## config.mk

```make
export PLATFORM = sky130hd
export DESIGN_NAME = score_bcd_readout_flat
export DESIGN_NICKNAME = d
export VERILOG_FILES = /design/src/rtl/score_bcd_readout_if.sv /design/src/rtl/score_bcd_readout.sv /design/src/flat_wrapper.sv
export SDC_FILE = /design/constraint.sdc
export NUM_CORES = 1
export LEC_CHECK = 0
export BUFFER_PORTS_ARGS = -buffer_cell sky130_fd_sc_hd__buf_4
export CORE_AREA = 3 3 118 74
export CTS_CLUSTER_DIAMETER = 100
export DETAILED_ROUTE_END_ITERATION = 16
export DIE_AREA = 0 0 121 77
export SLEW_MARGIN = 25
export SYNTH_ARGS = -nofsm -noshare
export SYNTH_HDL_FRONTEND = slang
export SYNTH_SLANG_ARGS = --single-unit
```

## constraint.sdc

```tcl
create_clock -name Clk -period 1.85 [get_ports Clk]
set_input_delay 0.37 -clock Clk [delete_from_list [all_inputs] [get_ports Clk]]
set_output_delay 0.37 -clock Clk [all_outputs]
set_load 0.05 [all_outputs]
```

## src/rtl/score_bcd_readout_if.sv

```systemverilog
// -----------------------------------------------------------------------------
// score_bcd_readout_if
// Handshake and data bundle between the score summation stage / display path
// and the score_bcd_readout converter.
//   total_Score : binary score, sampled on an accepted start
//   start       : conversion request (level-sampled)
//   busy        : conversion in progress
//   done        : one-cycle pulse, digit outputs just updated
//   digit4..0   : BCD ten-thousands..ones of the last completed conversion
// Modports: master (requester / display side), slave (converter).
// -----------------------------------------------------------------------------
interface score_bcd_readout_if #(
    parameter int SCORE_W = 14
);
    logic [SCORE_W-1:0] total_Score;
    logic               start;
    logic               busy;
    logic               done;
    logic [3:0]         digit4;
    logic [3:0]         digit3;
    logic [3:0]         digit2;
    logic [3:0]         digit1;
    logic [3:0]         digit0;

    modport master (
        output total_Score, start,
        input  busy, done, digit4, digit3, digit2, digit1, digit0
    );

    modport slave (
        input  total_Score, start,
        output busy, done, digit4, digit3, digit2, digit1, digit0
    );
endinterface

```

## src/rtl/score_bcd_readout.sv

```systemverilog
// -----------------------------------------------------------------------------
// score_bcd_readout
// Sequential binary-to-BCD converter (double-dabble, one input bit per clock)
// for the on-screen score text and HEX displays. The last completed result is
// held on the digit outputs between conversions.
//
// Ports:
//   Clk      : system clock, rising edge
//   Reset_n  : asynchronous active-low reset
//   bus      : score_bcd_readout_if.slave (total_Score, start, busy, done,
//              digit4..digit0)
// Parameters:
//   SCORE_W  : binary input width, 1..16 (default 14)
// Configuration macro:
//   SCORE_BCD_SATURATE_EN : when defined, inputs above 9999 are clamped to
//                           9999 on capture and digit4 stays 0.
// -----------------------------------------------------------------------------
module score_bcd_readout #(
    parameter int SCORE_W = 14
) (
    input  logic                  Clk,
    input  logic                  Reset_n,
    score_bcd_readout_if.slave    bus
);

    localparam int CNT_W = $clog2(SCORE_W + 1);

    typedef enum logic [1:0] {IDLE, SHIFT, DONE} state_t;

    state_t             state;
    state_t             state_next;
    logic               busy_c;
    logic [CNT_W-1:0]   count;
    logic [SCORE_W-1:0] bin;
    logic [SCORE_W-1:0] capture;
    logic [19:0]        bcd;
    logic [19:0]        bcd_adj;
    logic [19:0]        result;
    logic               done_q;

    // Value loaded into the binary shift register on an accepted start.
`ifdef SCORE_BCD_SATURATE_EN
    always_comb begin
        capture = bus.total_Score;
        if (17'(bus.total_Score) > 17'd9999)
            capture = SCORE_W'(9999);
    end
`else
    always_comb begin
        capture = bus.total_Score;
    end
`endif

    // Add-3 correction of every nibble that would overflow past 9 when doubled.
    always_comb begin
        bcd_adj = bcd;
        for (int unsigned i = 0; i < 5; i++) begin
            if (bcd[4*i +: 4] >= 4'd5)
                bcd_adj[4*i +: 4] = bcd[4*i +: 4] + 4'd3;
        end
    end

    // FSM state register
    always_ff @(posedge Clk or negedge Reset_n) begin
        if (!Reset_n)
            state <= IDLE;
        else
            state <= state_next;
    end

    // FSM next-state and outputs
    always_comb begin
        state_next = state;
        busy_c     = 1'b0;
        case (state)
            IDLE: begin
                if (bus.start)
                    state_next = SHIFT;
            end
            SHIFT: begin
                busy_c = 1'b1;
                if (count == CNT_W'(SCORE_W - 1))
                    state_next = DONE;
            end
            DONE: begin
                state_next = IDLE;
            end
            default: begin
                state_next = IDLE;
            end
        endcase
    end

    // Datapath: capture, shift, and result register.
    // done is registered alongside the result load so both appear on the
    // same edge, one cycle after the final shift.
    always_ff @(posedge Clk or negedge Reset_n) begin
        if (!Reset_n) begin
            count  <= '0;
            bin    <= '0;
            bcd    <= '0;
            result <= '0;
            done_q <= 1'b0;
        end else begin
            done_q <= (state == DONE);
            case (state)
                IDLE: begin
                    if (bus.start) begin
                        bin   <= capture;
                        bcd   <= '0;
                        count <= '0;
                    end
                end
                SHIFT: begin
                    {bcd, bin} <= {bcd_adj[18:0], bin, 1'b0};
                    count      <= count + 1'b1;
                end
                DONE: begin
`ifdef SCORE_BCD_SATURATE_EN
                    result <= {4'd0, bcd[15:0]};
`else
                    result <= bcd;
`endif
                end
                default: begin
                end
            endcase
        end
    end

    assign bus.busy   = busy_c;
    assign bus.done   = done_q;
    assign bus.digit4 = result[19:16];
    assign bus.digit3 = result[15:12];
    assign bus.digit2 = result[11:8];
    assign bus.digit1 = result[7:4];
    assign bus.digit0 = result[3:0];

endmodule

```

## src/flat_wrapper.sv

```systemverilog
// flat-port wrapper written by rule: the top's interface ports become plain ports
module score_bcd_readout_flat 
#(
    parameter int SCORE_W = 14
)
  (Clk, Reset_n, bus_total_Score, bus_start, bus_busy, bus_done, bus_digit4, bus_digit3, bus_digit2, bus_digit1, bus_digit0);
  score_bcd_readout_if #(.SCORE_W(SCORE_W)) bus_i ();
  input  logic Clk;
  input  logic Reset_n;
  input wire logic [$bits(bus_i.total_Score)-1:0] bus_total_Score;
  input wire logic [$bits(bus_i.start)-1:0] bus_start;
  output wire logic [$bits(bus_i.busy)-1:0] bus_busy;
  output wire logic [$bits(bus_i.done)-1:0] bus_done;
  output wire logic [$bits(bus_i.digit4)-1:0] bus_digit4;
  output wire logic [$bits(bus_i.digit3)-1:0] bus_digit3;
  output wire logic [$bits(bus_i.digit2)-1:0] bus_digit2;
  output wire logic [$bits(bus_i.digit1)-1:0] bus_digit1;
  output wire logic [$bits(bus_i.digit0)-1:0] bus_digit0;
  assign bus_i.total_Score = bus_total_Score;
  assign bus_i.start = bus_start;
  assign bus_busy = bus_i.busy;
  assign bus_done = bus_i.done;
  assign bus_digit4 = bus_i.digit4;
  assign bus_digit3 = bus_i.digit3;
  assign bus_digit2 = bus_i.digit2;
  assign bus_digit1 = bus_i.digit1;
  assign bus_digit0 = bus_i.digit0;
  score_bcd_readout #(.SCORE_W(SCORE_W)) u_core (.Clk(Clk), .Reset_n(Reset_n), .bus(bus_i));
endmodule
```

; Word-level counts from Yosys, hierarchy flattened
; Cells that the tools add are included.
[op_classes]
n_addsub = 6
magnitude_cmp = 5
eq_ne = 5
n_mux = 15
n_reduce_logical = 4
[ops]
columns = op, n
row1 = $pmux W20 S2, 1
row2 = $pmux W14 S2, 1
row3 = $ge A4 B3 Y1 const B, 5
row4 = $mux W20, 1
row5 = $mux W4, 5
row6 = $add A4 B2 Y4 const B, 4
row7 = $mux W14, 1
row8 = $pmux W4 S2, 1
row9 = $add A4 B1 Y4 const B, 1
row10 = $eq A4 B4 Y1 const B, 1
row11 = $mux W2, 2
row12 = $pmux W2 S2, 1
row13 = $reduce_and A2 Y1, 2
row14 = $add A3 B2 Y3 const B, 1
row15 = $mux W3, 1
row16 = $eq A2 B1 Y1 const B, 1
row17 = $eq A2 B2 Y1 const B, 1
row18 = $logic_not A2 Y1, 1
row19 = $ne A2 B1 Y1 const B, 1
row20 = $ne A2 B2 Y1 const B, 1
row21 = $reduce_bool A2 Y1, 1
row22 = $mux W1, 1
[word_totals]
register_bits = 61
input_bits = 17
out_inout_bits = 22
word_cells = 41

; Depth between registers and ports, before layout
[logic_depth]
depth_word = 3
ltp_mapped = 6
depth_no_buf = 5

; Worst setup path after synthesis
; OpenSTA, ideal clock, no wires.
[synth_timing]
path_type = register to register
startpoint = register u_core.bcd[8]
endpoint = register u_core.bcd[9]
setup_ns = 0.140
t_arrival_ns = 1.168
required_time_ns = 1.710
setup_slack_ns = 0.542
stages_incl_launch_ff = 6
n_path_buf = 0
period_less_slack_ns = 1.308
path_cell_list = dfrtp_1 > inv_1 > ha_1 > nor2b_1 > o21a_1 > o221ai_1
[synth_via]
elab_chain_cells = 3
word_cells_on_any_way = 4
cone_classes = 1 x add/sub / 1 x order compare / 2 x mux
[synth_rtl]
columns = item, line
row1 = start: declaration, score_bcd_readout.sv:36  ; logic [19:0] bcd;
row2 = start signal: assignment, score_bcd_readout.sv:115  ; {bcd, bin} <= {bcd_adj[18:0], bin, 1'b0};
row3 = $add A4 B2 Y4 / $ge A4 B3 Y1 (equally long branches), "score_bcd_readout.sv:59, score_bcd_readout.sv:58"
row4 = $mux W4 (*), score_bcd_readout.sv:58  ; if (bcd[4*i +: 4] >= 4'd5)
row5 = $pmux W20 S2 (*), score_bcd_readout.sv:106  ; case (state)
; Mark *: on every way between the ends. The rest lies on a longest branch, timed or not.
; A chain may end at the register's enable or synchronous reset.

; Worst setup path in the final report
[layout_timing]
startpoint = register u_core.state[1]
endpoint = output bus_busy
[layout_via]
elab_chain_cells = 2
[layout_rtl]
columns = item, line
row1 = start: declaration, score_bcd_readout.sv:30  ; state_t state;
row2 = start signal: assignment, score_bcd_readout.sv:68  ; state <= state_next;
row3 = $eq A2 B1 Y1, score_bcd_readout.sv:75  ; case (state)
row4 = $mux W1, score_bcd_readout.sv:75
row5 = end: declaration, flat_wrapper.sv:12  ; output wire logic [$bits(bus_i.busy)-1:0] bus_busy;
; Every way passes these cells.

==> results.txt <==
----------------------------------------------------
[Worst setup path]
  Category of the worst setup path capture point ... primary output
  Kind of launch point of the worst setup path ... register
  Worst EP arrival ... 1410 ps
  Maximum fanout along the worst path ... 23
  Critical path start-end classification ... reg -> out
  Crit path required time ... 1480 ps

[Synthesis]
  Number of distinct library cell variants in the gate-level netlist after synthesis ... 37
  Cell count after synthesis ... 291
  Yosys reg bits ... 61
  Area of the mapped netlist ... 3074 um^2
  Mean post-synth cell area ... 10.56 um^2
  Fraction of the yosys area taken by sequential cells ... 0.4965
  Post-synthesis async set-or-reset flop share ... 1.000
  YS warnings ... 0
  Synth Net Count ... 320
  Main synth FF type ... dfrtp_1
  Number of enable-type register cells in the synthesized netlist ... 0

[Detailed routing]
  Post-DR vias/cell ... 5.161
  Remaining design rule violation count ... 0
  Detailed Route Iter0 Violations ... 129
  DR vias ... 2,302
  Aggregate routed wire length ... 6410 um
  Detailed-routing iteration count for the pre-antenna-repair pass ... 4
  Antenna viol nets, final ... 0
  Average wire length per cell after detail routing ... 14.37 um

[Placement]
  Number of placed instances, taps included ... 429
  Number of port buffers ... 38
  Weighted congestion at the end of routability-driven global placement ... 0.8197
  DP HPWL ... 4367 um

[CTS]
  H-tree depth reported by CTS ... 3
  CTS tree ... yes
  Clock transition at the registers of the reported paths ... 50 ps
  Master cell of the clock root buffer ... clkbuf_16
  Number of buffers on the longest clock path ... 2
  Clock latency on the worst-skew pair ... 320 ps
  Clock buffers created by TritonCTS ... 9
  Postcts setup bufs ... 0
  Clock Sinks ... 61
  Count of instances resized after the clock tree is built ... 0
  Number of buffers inserted for hold repair after clock tree synthesis ... 1

[Timing]
  Slew headroom ... 0.6381
  Number of endpoints with negative hold slack in the final report ... 0
  Final number of max-transition violations ... 0
  Setup violation total in the final timing report ... 0
  Final worst path period need ... 1778 ps
  Worst hold-check slack ... 316.7 ps
  Upper clock frequency limit ... 562.3 MHz
  Worst clock skew on the final layout ... 3.743 ps
  Total negative slack for setup checks ... 0 ps
  Fin crit share ... 0.9613
  Unrepaired setup endpoints after global routing ... false
  Measured slew at the worst slew-check pin ... 542.4 ps

[Floorplan]
  I/O pin count ... 39
  Starting Density ... 0.3947
  Die Span Y ... 77 um
  Die width ... 121 um
  Area enclosed by the die boundary ... 9317 um^2
  Core ar. ... 7789 um^2
  Number of placement rows ... 25

[Hold path]
  Type of the tightest min-delay check ... in -> reg

[Global route]
  Number of global-route vias before repair ... 2,200
  Number of antenna violations at the first check in global routing ... 0
  Total congestion overflow after global routing ... 0
  Largest net degree at the start of global routing ... 42
  Global-route usage over all layers ... 0.1472
  First-pass GRT wire length ... 10,940 um

[Finish]
  Finished Core Util ... 0.4827
  Ratio of cells with drive above 1 in the final layout ... 0.2308
  Number of antenna cells inserted ... 0
  Commonest cells after routing, fill and taps aside ... dfrtp_1, buf_4, nand2_1, o21ai_0, inv_1
  Most common cell after layout, fill and taps aside ... dfrtp_1
  Area grow syn2layout ... 22.30%
  NumNets Final ... 362
  Cell Count, Final, Fillers Out ... 446

[Power and ir drop]
  Power density over the cells ... 1696 nW/um^2
  Max VDD drop ... 569.0 uV
  Static power due to leakage ... 0.001713 uW

[Flow run]
  Max capacitance violation total ... 0

[Status]
  Outcome ... complete, no violations

----------------------------------------------------
## path summary, 6_finish.rpt
kind / start / to / slack (ps) / cells after the start
setup / recovery: u_core.state[1]$_DFFE_PN0P_ / bus_busy / 70 / 3
hold reg to reg: u_core.result[19]$_DFFE_PN0P_ / u_core.result[19]$_DFFE_PN0P_ / 480 / 2
hold / removal: bus_total_Score[3] / u_core.bin[3]$_DFFE_PN0P_ / 320 / 3
min in group asynchronous: Reset_n / u_core.result[2]$_DFFE_PN0P_ / 490 / 2
max in group asynchronous: Reset_n / u_core.bcd[7]$_DFFE_PN0P_ / 850 / 3
setup reg to reg: u_core.bcd[8]$_DFFE_PN0P_ / u_core.bcd[9]$_DFFE_PN0P_ / 340 / 5
## Yosys cell counts (4+ instances only)
library cell | count | share of area
o21ai_0 | 25 | 0.041
a22oi_1 | 13 | 0.032
ha_1 | 12 | 0.049
a21oi_1 | 14 | 0.023
buf_4 | 4 | 0.0098
dfrtp_1 | 61 | 0.50
xnor2_1 | 4 | 0.011
o31ai_1 | 5 | 0.012
a32o_1 | 5 | 0.016
o32ai_2 | 4 | 0.021
buf_6 | 7 | 0.026
o221ai_1 | 4 | 0.011
o2111ai_1 | 10 | 0.028
o21a_1 | 5 | 0.012
nand2_1 | 33 | 0.040
o21ai_1 | 15 | 0.024
inv_1 | 22 | 0.027
nor2b_1 | 18 | 0.037
## metal layers
metal | up-vias | global-route usage | wire (um)
met1 | 1097 | 0.2156 | 3283
met3 | 8 | 0.05748 | 390
met4 | 0 | 0.03507 | 58
met2 | 57 | 0.2028 | 2677
li1 | 1140 | - | -
met5 | - | 0 | 0
## report_power, final
part | internal (uW) | switching (uW) | leakage (uW)
registers | 1780 | 342 | 0.000804
clock network | 1140 | 557 | 0.000158
logic | 1030 | 1530 | 0.000751
## kinds of logic (layout without fill, tap and decap cells)
group           after synthesis  in the layout  synth area share
mux                           2              2          0.007325
fa+ha+maj                    12             12           0.04884
simple gates                 60             60           0.09727
buf+inv                      40             87           0.07326
compound gates              112            112            0.2654
flops                        61             61            0.4965
xor+xnor                      4              4           0.01139
## stage by stage
step	power, uW	setup slack, ps	instance area (um^2)
final	6378	71.61	3760
after global routing	6826	1.648	3760
after CTS	6438	52.37	3760
after detailed placement	4696	323.7	3438
after global placement	4641	356.4	3438
after floorplan	4099	541.6	3074
## critical path, stage by stage (launching register included)
cell and delay [ps]:
dfrtp_1 400, nand2b_1 200, inv_4 230, buf_4 250
## registers in the layout, indices dropped and copies added (netlist names)
register,count
u_core.bcd,20
u_core.bin,14
u_core.bus.done,1
u_core.count,4
u_core.result,20
u_core.state,2
## cell type report
cell class	count	area [um^2]
fillers	719	4029
flip-flops and latches	61	1526
multi-input cells	190	1323
repair buffers	48	375.4
clock buffers	12	266.5
well taps	108	135.1
inverters	23	88.84
clock inverters	4	45.04
Power figures use the tool's default switching activity.
